## src/rtl/pll_lock_controller.sv

```systemverilog
// PLL bring-up sequencer: SAR search of the VCO coarse band using reference/feedback
// edge counts, then lock declaration and loss-of-lock supervision from PFD pulse widths.
module pll_lock_controller #(
    parameter int BAND_WIDTH    = 4,
    parameter int CAL_WINDOW    = 64,
    parameter int FREQ_TOL      = 1,
    parameter int SETTLE        = 16,
    parameter int PULSE_MAX     = 4,
    parameter int LOCK_COUNT    = 32,
    parameter int TRACK_TIMEOUT = 1024
) (
    input  logic                  clk,
    input  logic                  reset,
    input  logic                  enable,
    input  logic                  reference_clk_digital,
    input  logic                  feedback_div_clk_digital,
    input  logic                  output_up_digital,
    input  logic                  output_down_digital,
    output logic                  pll_reset,
    output logic [BAND_WIDTH-1:0] vco_band_code,
    output logic                  cal_done,
    output logic                  cal_fail,
    output logic                  lock_digital,
    output logic [2:0]            state
);
    localparam logic [2:0] ST_IDLE    = 3'd0;
    localparam logic [2:0] ST_SETTLE  = 3'd1;
    localparam logic [2:0] ST_MEASURE = 3'd2;
    localparam logic [2:0] ST_ADJUST  = 3'd3;
    localparam logic [2:0] ST_TRACK   = 3'd4;
    localparam logic [2:0] ST_LOCKED  = 3'd5;
    localparam logic [2:0] ST_FAIL    = 3'd6;

    localparam int FB_MAX = 2 * CAL_WINDOW + 1;
    localparam int SET_W  = $clog2(SETTLE + 1);
    localparam int REF_W  = $clog2(CAL_WINDOW + 1);
    localparam int FB_W   = $clog2(FB_MAX + 1);
    localparam int DIFF_W = FB_W + 1;
    localparam int PW_W   = $clog2(PULSE_MAX + 2);
    localparam int GOOD_W = $clog2(LOCK_COUNT + 1);
    localparam int TO_W   = $clog2(TRACK_TIMEOUT + 1);
    localparam int PTR_W  = (BAND_WIDTH > 1) ? $clog2(BAND_WIDTH) : 1;

    localparam logic [SET_W-1:0]         SETTLE_C = SET_W'(SETTLE);
    localparam logic [REF_W-1:0]         REF_C    = REF_W'(CAL_WINDOW);
    localparam logic [FB_W-1:0]          FB_SAT   = FB_W'(FB_MAX);
    localparam logic [PW_W-1:0]          PW_MAX   = PW_W'(PULSE_MAX);
    localparam logic [PW_W-1:0]          PW_SAT   = PW_W'(PULSE_MAX + 1);
    localparam logic [GOOD_W-1:0]        GOOD_C   = GOOD_W'(LOCK_COUNT);
    localparam logic [TO_W-1:0]          TO_C     = TO_W'(TRACK_TIMEOUT);
    localparam logic [PTR_W-1:0]         PTR_MSB  = PTR_W'(BAND_WIDTH - 1);
    localparam logic [BAND_WIDTH-1:0]    CODE_MID = BAND_WIDTH'(1 << (BAND_WIDTH - 1));
    localparam logic signed [DIFF_W-1:0] TOL_P    = DIFF_W'(FREQ_TOL);
    localparam logic signed [DIFF_W-1:0] TOL_N    = DIFF_W'(-FREQ_TOL);

    logic                  ref_prev_reg, fb_prev_reg;
    logic                  ref_rise, fb_rise;
    logic [2:0]            state_reg, state_next;
    logic                  pll_reset_reg, pll_reset_next;
    logic [BAND_WIDTH-1:0] code_reg, code_next, code_tmp;
    logic                  cal_done_reg, cal_done_next;
    logic                  cal_fail_reg, cal_fail_next;
    logic                  lock_reg, lock_next;
    logic [SET_W-1:0]      settle_cnt_reg, settle_cnt_next;
    logic [REF_W-1:0]      ref_cnt_reg, ref_cnt_next;
    logic [FB_W-1:0]       fb_cnt_reg, fb_cnt_next;
    logic [PTR_W-1:0]      ptr_reg, ptr_next;
    logic [PW_W-1:0]       up_w_reg, up_w_next, dn_w_reg, dn_w_next;
    logic                  bad_flag_reg, bad_flag_next;
    logic [GOOD_W-1:0]     good_cnt_reg, good_cnt_next;
    logic [TO_W-1:0]       timeout_reg, timeout_next;
    logic                  miss_reg, miss_next;
    logic signed [DIFF_W-1:0] diff;
    logic                  too_fast, too_slow, period_bad;

    assign ref_rise = reference_clk_digital & ~ref_prev_reg;
    assign fb_rise  = feedback_div_clk_digital & ~fb_prev_reg;

    // Edge history keeps sampling while disabled so re-enabling never sees a stale edge.
    always_ff @(posedge clk) begin
        if (reset) begin
            ref_prev_reg <= 1'b0;
            fb_prev_reg  <= 1'b0;
        end else begin
            ref_prev_reg <= reference_clk_digital;
            fb_prev_reg  <= feedback_div_clk_digital;
        end
    end

    assign up_w_next  = !output_up_digital ? '0 : (up_w_reg == PW_SAT) ? up_w_reg : up_w_reg + 1'b1;
    assign dn_w_next  = !output_down_digital ? '0 : (dn_w_reg == PW_SAT) ? dn_w_reg : dn_w_reg + 1'b1;
    assign period_bad = bad_flag_reg | (up_w_next > PW_MAX) | (dn_w_next > PW_MAX);

    assign diff     = $signed({1'b0, fb_cnt_reg}) - $signed({{(DIFF_W - REF_W){1'b0}}, ref_cnt_reg});
    assign too_fast = diff > TOL_P;
    assign too_slow = diff < TOL_N;

    always_comb begin
        state_next      = state_reg;
        pll_reset_next  = pll_reset_reg;
        code_next       = code_reg;
        code_tmp        = code_reg;
        cal_done_next   = cal_done_reg;
        cal_fail_next   = cal_fail_reg;
        lock_next       = lock_reg;
        settle_cnt_next = settle_cnt_reg;
        ref_cnt_next    = ref_cnt_reg;
        fb_cnt_next     = fb_cnt_reg;
        ptr_next        = ptr_reg;
        bad_flag_next   = bad_flag_reg;
        good_cnt_next   = good_cnt_reg;
        timeout_next    = timeout_reg;
        miss_next       = miss_reg;
        case (state_reg)
            ST_IDLE: begin
                pll_reset_next  = 1'b1;
                code_next       = CODE_MID;
                ptr_next        = PTR_MSB;
                cal_done_next   = 1'b0;
                cal_fail_next   = 1'b0;
                lock_next       = 1'b0;
                settle_cnt_next = '0;
                state_next      = ST_SETTLE;
            end
            ST_SETTLE: begin
                if (ref_rise) begin
                    settle_cnt_next = settle_cnt_reg + 1'b1;
                    if (settle_cnt_reg + 1'b1 == SETTLE_C) begin
                        settle_cnt_next = '0;
                        ref_cnt_next    = '0;
                        fb_cnt_next     = '0;
                        state_next      = ST_MEASURE;
                    end
                end
            end
            ST_MEASURE: begin
                if (fb_rise && fb_cnt_reg != FB_SAT)
                    fb_cnt_next = fb_cnt_reg + 1'b1;
                if (ref_rise) begin
                    ref_cnt_next = ref_cnt_reg + 1'b1;
                    if (ref_cnt_reg + 1'b1 == REF_C)
                        state_next = ST_ADJUST;
                end
            end
            ST_ADJUST: begin
                if (too_fast)
                    code_tmp[ptr_reg] = 1'b0;
                if ((!too_fast && !too_slow) || ptr_reg == '0) begin
                    code_next      = code_tmp;
                    cal_done_next  = 1'b1;
                    pll_reset_next = 1'b0;
                    good_cnt_next  = '0;
                    timeout_next   = '0;
                    bad_flag_next  = 1'b0;
                    miss_next      = 1'b0;
                    state_next     = ST_TRACK;
                end else begin
                    ptr_next           = ptr_reg - 1'b1;
                    code_tmp[ptr_next] = 1'b1;
                    code_next          = code_tmp;
                    settle_cnt_next    = '0;
                    state_next         = ST_SETTLE;
                end
            end
            ST_TRACK: begin
                bad_flag_next = ref_rise ? 1'b0 : period_bad;
                if (ref_rise) begin
                    timeout_next  = timeout_reg + 1'b1;
                    good_cnt_next = period_bad ? '0 : good_cnt_reg + 1'b1;
                    if (!period_bad && good_cnt_reg + 1'b1 == GOOD_C) begin
                        lock_next  = 1'b1;
                        miss_next  = 1'b0;
                        state_next = ST_LOCKED;
                    end else if (timeout_reg + 1'b1 == TO_C) begin
                        cal_fail_next  = 1'b1;
                        pll_reset_next = 1'b1;
                        state_next     = ST_FAIL;
                    end
                end
            end
            ST_LOCKED: begin
                bad_flag_next = ref_rise ? 1'b0 : period_bad;
                if (ref_rise) begin
                    miss_next = period_bad;
                    // A second consecutive bad period drops lock and restarts the lock hunt.
                    if (period_bad && miss_reg) begin
                        lock_next     = 1'b0;
                        good_cnt_next = '0;
                        timeout_next  = '0;
                        miss_next     = 1'b0;
                        state_next    = ST_TRACK;
                    end
                end
            end
            ST_FAIL: begin
            end
            default: state_next = ST_IDLE;
        endcase
    end

    always_ff @(posedge clk) begin
        if (reset || !enable) begin
            state_reg      <= ST_IDLE;
            pll_reset_reg  <= 1'b1;
            code_reg       <= '0;
            cal_done_reg   <= 1'b0;
            cal_fail_reg   <= 1'b0;
            lock_reg       <= 1'b0;
            settle_cnt_reg <= '0;
            ref_cnt_reg    <= '0;
            fb_cnt_reg     <= '0;
            ptr_reg        <= '0;
            up_w_reg       <= '0;
            dn_w_reg       <= '0;
            bad_flag_reg   <= 1'b0;
            good_cnt_reg   <= '0;
            timeout_reg    <= '0;
            miss_reg       <= 1'b0;
        end else begin
            state_reg      <= state_next;
            pll_reset_reg  <= pll_reset_next;
            code_reg       <= code_next;
            cal_done_reg   <= cal_done_next;
            cal_fail_reg   <= cal_fail_next;
            lock_reg       <= lock_next;
            settle_cnt_reg <= settle_cnt_next;
            ref_cnt_reg    <= ref_cnt_next;
            fb_cnt_reg     <= fb_cnt_next;
            ptr_reg        <= ptr_next;
            up_w_reg       <= up_w_next;
            dn_w_reg       <= dn_w_next;
            bad_flag_reg   <= bad_flag_next;
            good_cnt_reg   <= good_cnt_next;
            timeout_reg    <= timeout_next;
            miss_reg       <= miss_next;
        end
    end

    assign pll_reset     = pll_reset_reg;
    assign vco_band_code = code_reg;
    assign cal_done      = cal_done_reg;
    assign cal_fail      = cal_fail_reg;
    assign lock_digital  = lock_reg;
    assign state         = state_reg;
endmodule
```

## config.mk

```make
export PLATFORM = sky130hd
export DESIGN_NAME = pll_lock_controller
export DESIGN_NICKNAME = d
export VERILOG_FILES = /design/src/rtl/pll_lock_controller.sv
export SDC_FILE = /design/constraint.sdc
export NUM_CORES = 1
export LEC_CHECK = 0
export CORE_MARGIN = 2
export CORE_UTILIZATION = 50
export DETAILED_ROUTE_END_ITERATION = 6
export MAX_ROUTING_LAYER = met4
export PLACE_DENSITY_LB_ADDON = 0.05
export SYNTH_ARGS = -nofsm -noshare
export SYNTH_HDL_FRONTEND = slang
export SYNTH_SLANG_ARGS = --single-unit
```

## constraint.sdc

```tcl
create_clock -name clk -period 5.05 [get_ports clk]
set_clock_uncertainty 0.15 [all_clocks]
set_input_delay 1.01 -clock clk [delete_from_list [all_inputs] [get_ports clk]]
set_output_delay 1.01 -clock clk [all_outputs]
set_load 0.02 [all_outputs]
```

==> metrics, run 1 <==
Power Total=0.956 mW; Starting Density=51.6%; crit path from=ref_cnt_reg[4]; DR WL/cell=14.7 um; max-slew violations=0; vias per inst=5.84; most common cell after layout, fill and taps aside=dfxtp_1; Layout Area Growth over Synthesis=10.7%; Synth Register Bits=60; Mapped Area=0.00372 mm2; area of the die=0.00815 mm2; setup TNS=0 ps; Hold WC Path Type=flop to flop; drt first pass iters=4; R2R setup slack=1760 ps; CTS tree=done; commonest non-fill, non-tap cells in the layout=dfxtp_1, nor2_1, nand2_1, a21oi_1; crit-path cells=inv_1 -> ha_1 -> a211oi_1 -> a2bb2oi_1 -> nand2_1 -> xnor2_1 -> or4_4 -> a221oi_2 -> buf_4 -> o21ai_2 -> a32o_1; crit path max fanout=20; final instance area=0.00412 mm2; ranking of synthesized cells by area=dfxtp_1, ha_1, nor2_1, a21oi_1, nand2_1; gr usage total=22.8%; R2R Path Start=ref_cnt_reg[4]; CP max-delay cell=or4_4; WHS=309 ps; pwr dens=232 mW/mm2; htree depth=3; leakage power=1.50 nW; Detail Route Antenna Nets=0; Crit. End Element=flop; clk buf depth=2; die height=90.3 um; DR vias=3,394; number of gates resized after CTS=0; Ys Warns=0; Worst Path Required=5140 ps; Placed Cells=566; hold buffer count at CTS=0; Max transition margin=50.1%; RD Place Congestion=0.871; Register Area=0.00120 mm2; post-synth net total=498; max cap viols=0; Post-Route WL=8510 um; placed cell areas=0.00395 mm2; Setup-failing EPs final=0; area of the multi-input gates=0.00234 mm2; class of the most critical setup path=flop to flop; CTS Sinks=60; Mean Syn Cell Area=7.95 um2; Syn Inst Count=468; final hold violations=0; Fill cells=725; Max VDD drop=0.125 mV; Top FF cell, synth=dfxtp_1; cell taking the most area after synthesis=dfxtp_1; clk root buf=clkbuf_8; Synth top area share=32.3%; I/O pin cnt=18; max FFs per register=11; post-detail-place hpwl=6110 um; Die Span X=90.3 um; fin nets=508; Util after Layout=57.1%; CP arrival=3380 ps; TritonCTS Buffers=9; fin crit period=3290 ps; outcome=finished, final reports clean; setup repair bufs after CTS=0; proportion of layout cells with a drive suffix above 1=6.22%; first-pass GRT wire length=15,000 um; GR Overflow Total=0; core area=0.00721 mm2; Worst-Skew Late Latency=340 ps; largest net degree at the start of global routing=22; # DRC=0; Max stage delay on crit path=590 ps; final worst slack=1760 ps; Clock transition at path regs=70 ps; synth unique cells=61; r2r endpoint=timeout_reg[4]; worst-case reg-to-reg path depth=11; unrepaired setup endpoints after global routing=no; period utilization=65.2%; critical path launch point type=flop; worst slack at placement=1630 ps; Post-synth EDFFs=0; FMAX=304 MHz; 1st-iter DRT viols=176; Antenna diodes=0; vias in the first global route=3,298; post-route insts no fill=581; initial antenna violation count=0; Seq/Total Area, Yosys=32.3%; std cell rows=31; Post-synth ARST share=0%; Critical Path Sink=timeout_reg[4]; Worst Tran Pin Value=730 ps; hold path startpoint=cal_done; Port Buffers=17
-- critical path, delay by kind of cell (launching register included) --
kind	cells	cell delay (ps)
XOR/XNOR	1	130
flip-flops	1	360
AND/OR/NAND/NOR	2	710
buffers and inverters	2	360
adder cells (fa/ha/maj)	1	380
AO/OA/AOI/OAI	5	1090
-- where the power goes --
part	total, mW	switching [mW]	leakage (nW)	internal (mW)
Clock	0.385	0.184	0.0893	0.201
Sequential	0.489	0.00952	0.485	0.479
Combinational	0.0833	0.0505	0.926	0.0328
Total	0.956	0.244	1.50	0.713
-- cell type report --
class	count	share of cell area, %
clock buffers	13	3.86
inverters	20	1.82
clock inverters	2	0.243
well taps	99	3.01
repair buffers	22	5.04
flip-flops and latches	60	29.2
multi-input cells	365	56.9
-- synth_stat cells (3+ instances only) --
master,instances
nor2_1,50
xor2_1,12
a32o_1,4
or2_2,4
nand3b_1,3
clkbuf_1,19
a311oi_1,8
nor4_1,6
ha_1,23
a21oi_1,31
nand4_1,11
o211ai_1,5
and2_1,4
nor2b_1,11
a41oi_1,3
nand2_1,38
and3_1,9
nand3_1,23
a21o_1,5
or3_1,7
nor4b_1,3
dfxtp_1,60
a2111oi_0,3
o21ai_0,16
nor3_1,13
inv_1,19
nand2b_1,12
a31oi_1,8
xnor2_1,7
o211a_1,3
a211oi_1,9
-- layer usage --
metal / GRT usage, % / vias up / wire length, um
li1: - / 1731 / -
met1: 28.0 / 1606 / 4040
met2: 37.2 / 41 / 4070
met3: 4.34 / 16 / 213
met4: 8.72 / 0 / 188
met5: - / - / 0
-- kinds of logic (layout without fill, tap and decap cells) --
kind of cell,Yosys count,count (layout),synth area share (%)
AO/OA/AOI/OAI,118,118,22.3
XOR/XNOR,19,19,4.47
adder cells (fa/ha/maj),23,23,7.73
buffers and inverters,43,57,4.74
flip-flops,60,60,32.3
multiplexers,2,2,0.605
AND/OR/NAND/NOR,203,203,27.9
-- worst min path at each step --
stage,slack [ps],cells after the start,endpoint
after CTS,310,2,cal_done
after floorplan,300,2,miss_reg
after global placement,300,2,cal_done
after detailed placement,300,2,cal_done
final,310,2,cal_done
after global routing,320,2,cal_fail
(Power assumes the default switching activity.)
==> run 2: changes to the inputs <==
==> constraint.sdc (replaced) <==
create_clock -name clk -period 3.4 [get_ports clk]
set_clock_uncertainty 0.15 [all_clocks]
set_input_delay 0.68 -clock clk [delete_from_list [all_inputs] [get_ports clk]]
set_output_delay 0.68 -clock clk [all_outputs]
set_load 0.02 [all_outputs]
==> run 2 against run 1 <==
Effect of this change:
- non-clock buffer count is 10 higher
- sequential power rose by 47%
- maximum frequency increased by 1.8%
- critical path depth stayed put
- via count is 1.1% higher
- core utilization increased by 1.8 points
- total power up 59%
- sequential cell count stayed put
- routed wire length increased by 4.5%
- critical endpoint unchanged
- highest routed layer unchanged
==> metrics, run 2 (synthesis results as in run 1) <==
critical path launch point type=flop; Buf/Inv on CP=2; Worst-Skew Late Latency=350 ps; largest net degree at the start of global routing=21; DR vias=3,433; period utilization=95.2%; DR WL/cell=15.0 um; outcome=finished, final reports clean; drt first pass iters=4; Worst Path Required=3490 ps; proportion of layout cells with a drive suffix above 1=9.33%; post-detail-place hpwl=6420 um; Crit. End Element=flop; setup repair bufs after CTS=0; cell family with most CP delay=compound AO/OA/AOI/OAI gates; htree depth=3; I/O pin cnt=18; Port Buffers=17; Layout Area Growth over Synthesis=14.1%; clk root buf=clkbuf_8; TritonCTS Buffers=9; clock power share=43.8%; unrepaired setup endpoints after global routing=no; area of the die=0.00815 mm2; max FFs per register=11; Antenna diodes=0; Max stage delay on crit path=570 ps; area of the multi-input gates=0.00236 mm2; max cap viols=0; Detail Route Antenna Nets=0; commonest non-fill, non-tap cells in the layout=dfxtp_1, nor2_1, nand2_1, a21oi_1, nand3_1; Setup-failing EPs final=0; sw frac=26.2%; Die Span X=90.3 um; max-slew violations=0; Switch Pwr=0.398 mW; hold buffer count at CTS=0; WHS=313 ps; setup TNS=0 ps; crit path max fanout=20; clk buf depth=2; leakage power=1.55 nW; gr usage total=23.8%; # DRC=0; die height=90.3 um; CTS Sinks=60; 1st-iter DRT viols=175; Clock transition at path regs=70 ps; core area=0.00721 mm2; number of gates resized after CTS=0; Max transition margin=54.4%; fin nets=518; GR Overflow Total=0; most common cell after layout, fill and taps aside=dfxtp_1; vias in the first global route=3,186; Fill cells=720; Register Area=0.00120 mm2; Post-Route WL=8890 um; crit-path cells=inv_1 -> ha_1 -> a21o_1 -> or2_0 -> o211ai_2 -> nand4_1 -> or4_4 -> a221oi_2 -> buf_6 -> o21ai_2 -> a32o_1; class of the most critical setup path=flop to flop; Max VDD drop=0.174 mV; internal power=1.12 mW; Logic pwr share=9.0%; std cell rows=31; CP arrival=3330 ps; FMAX=309 MHz; final hold violations=0; CP max-delay cell=or4_4; first-pass GRT wire length=15,400 um; Hold WC Path Type=flop to flop; vias per inst=5.80; Seq pwr share=47.2%; Worst Tran Pin Value=681 ps; initial antenna violation count=0; pwr dens=358 mW/mm2; Starting Density=51.6%; fin crit period=3240 ps; CTS tree=done; RD Place Congestion=0.900
==> run 2: changes by cell type in the layout (fill, tap and decap cells not counted) <==
| cell | previous run | this run |
|---|---|---|
| buf_4 | 5 | 14 |
| buf_6 | 0 | 1 |
| bufinv_16 | 0 | 1 |
| clkbuf_1 | 2 | 1 |
| clkbuf_8 | 11 | 10 |
| clkinv_2 | 2 | 0 |
| clkinv_4 | 0 | 1 |
| clkinvlp_4 | 0 | 3 |
| ha_1 | 23 | 21 |
| ha_2 | 0 | 2 |
| nor2_1 | 50 | 49 |
| nor2_2 | 0 | 1 |
| nor4b_1 | 3 | 2 |
| nor4b_2 | 0 | 1 |
==> run 2: per-layer routing <==
layer	global-route usage, %	wire, um	up-vias
li1	-	-	1754
met1	29.7	4230	1617
met2	38.7	4310	47
met3	3.26	180	15
met4	10.5	176	0
met5	-	0	-
==> run 2: cell type report <==
class | count | area share [%]
multi-input cells | 365 | 55.5
repair buffers | 32 | 6.75
flip-flops and latches | 60 | 28.3
clock buffers | 11 | 3.33
inverters | 20 | 1.77
well taps | 99 | 2.92
clock inverters | 5 | 1.44
==> run 2: worst paths after layout <==
check / start / to / depth (start not counted) / slack [ps]
setup reg to reg: ref_cnt_reg[3] / timeout_reg[4] / 11 / 160
hold reg to reg: cal_done / cal_done / 2 / 310
hold / removal: cal_done / cal_done / 2 / 310
setup / recovery: ref_cnt_reg[3] / timeout_reg[4] / 11 / 160
==> run 2: power groups by stage <==
stage | combinational (mW) | clock (mW) | sequential, mW
global route | 0.152 | 0.710 | 0.719
detailed placement | 0.135 | 0 | 0.734
floorplan | 0.0881 | 0 | 0.737
global placement | 0.134 | 0 | 0.734
CTS | 0.136 | 0.690 | 0.718
finish | 0.137 | 0.667 | 0.718
==> run 2: worst register-to-register path, stage by stage (launching register included) <==
cell and delay, ps:
dfxtp_1 380, inv_1 80, ha_1 380, a21o_1 210, or2_0 210, o211ai_2 200, nand4_1 120, or4_4 570
a221oi_2 280, buf_6 220, o21ai_2 70, a32o_1 260
==> run 2: through the flow <==
stage / utilization, % / instances / setup slack, ps / total power [mW] / cell area (um2)
after floorplan: - / 468 / 432 / 0.825 / 3720
after global placement: 55.8 / 576 / 210 / 0.868 / 4030
after detailed placement: 55.8 / 576 / 158 / 0.870 / 4030
after CTS: 58.6 / 592 / 141 / 1.54 / 4230
after global routing: 58.9 / 592 / 23.3 / 1.58 / 4250
final: 58.9 / 592 / 163 / 1.52 / 4250
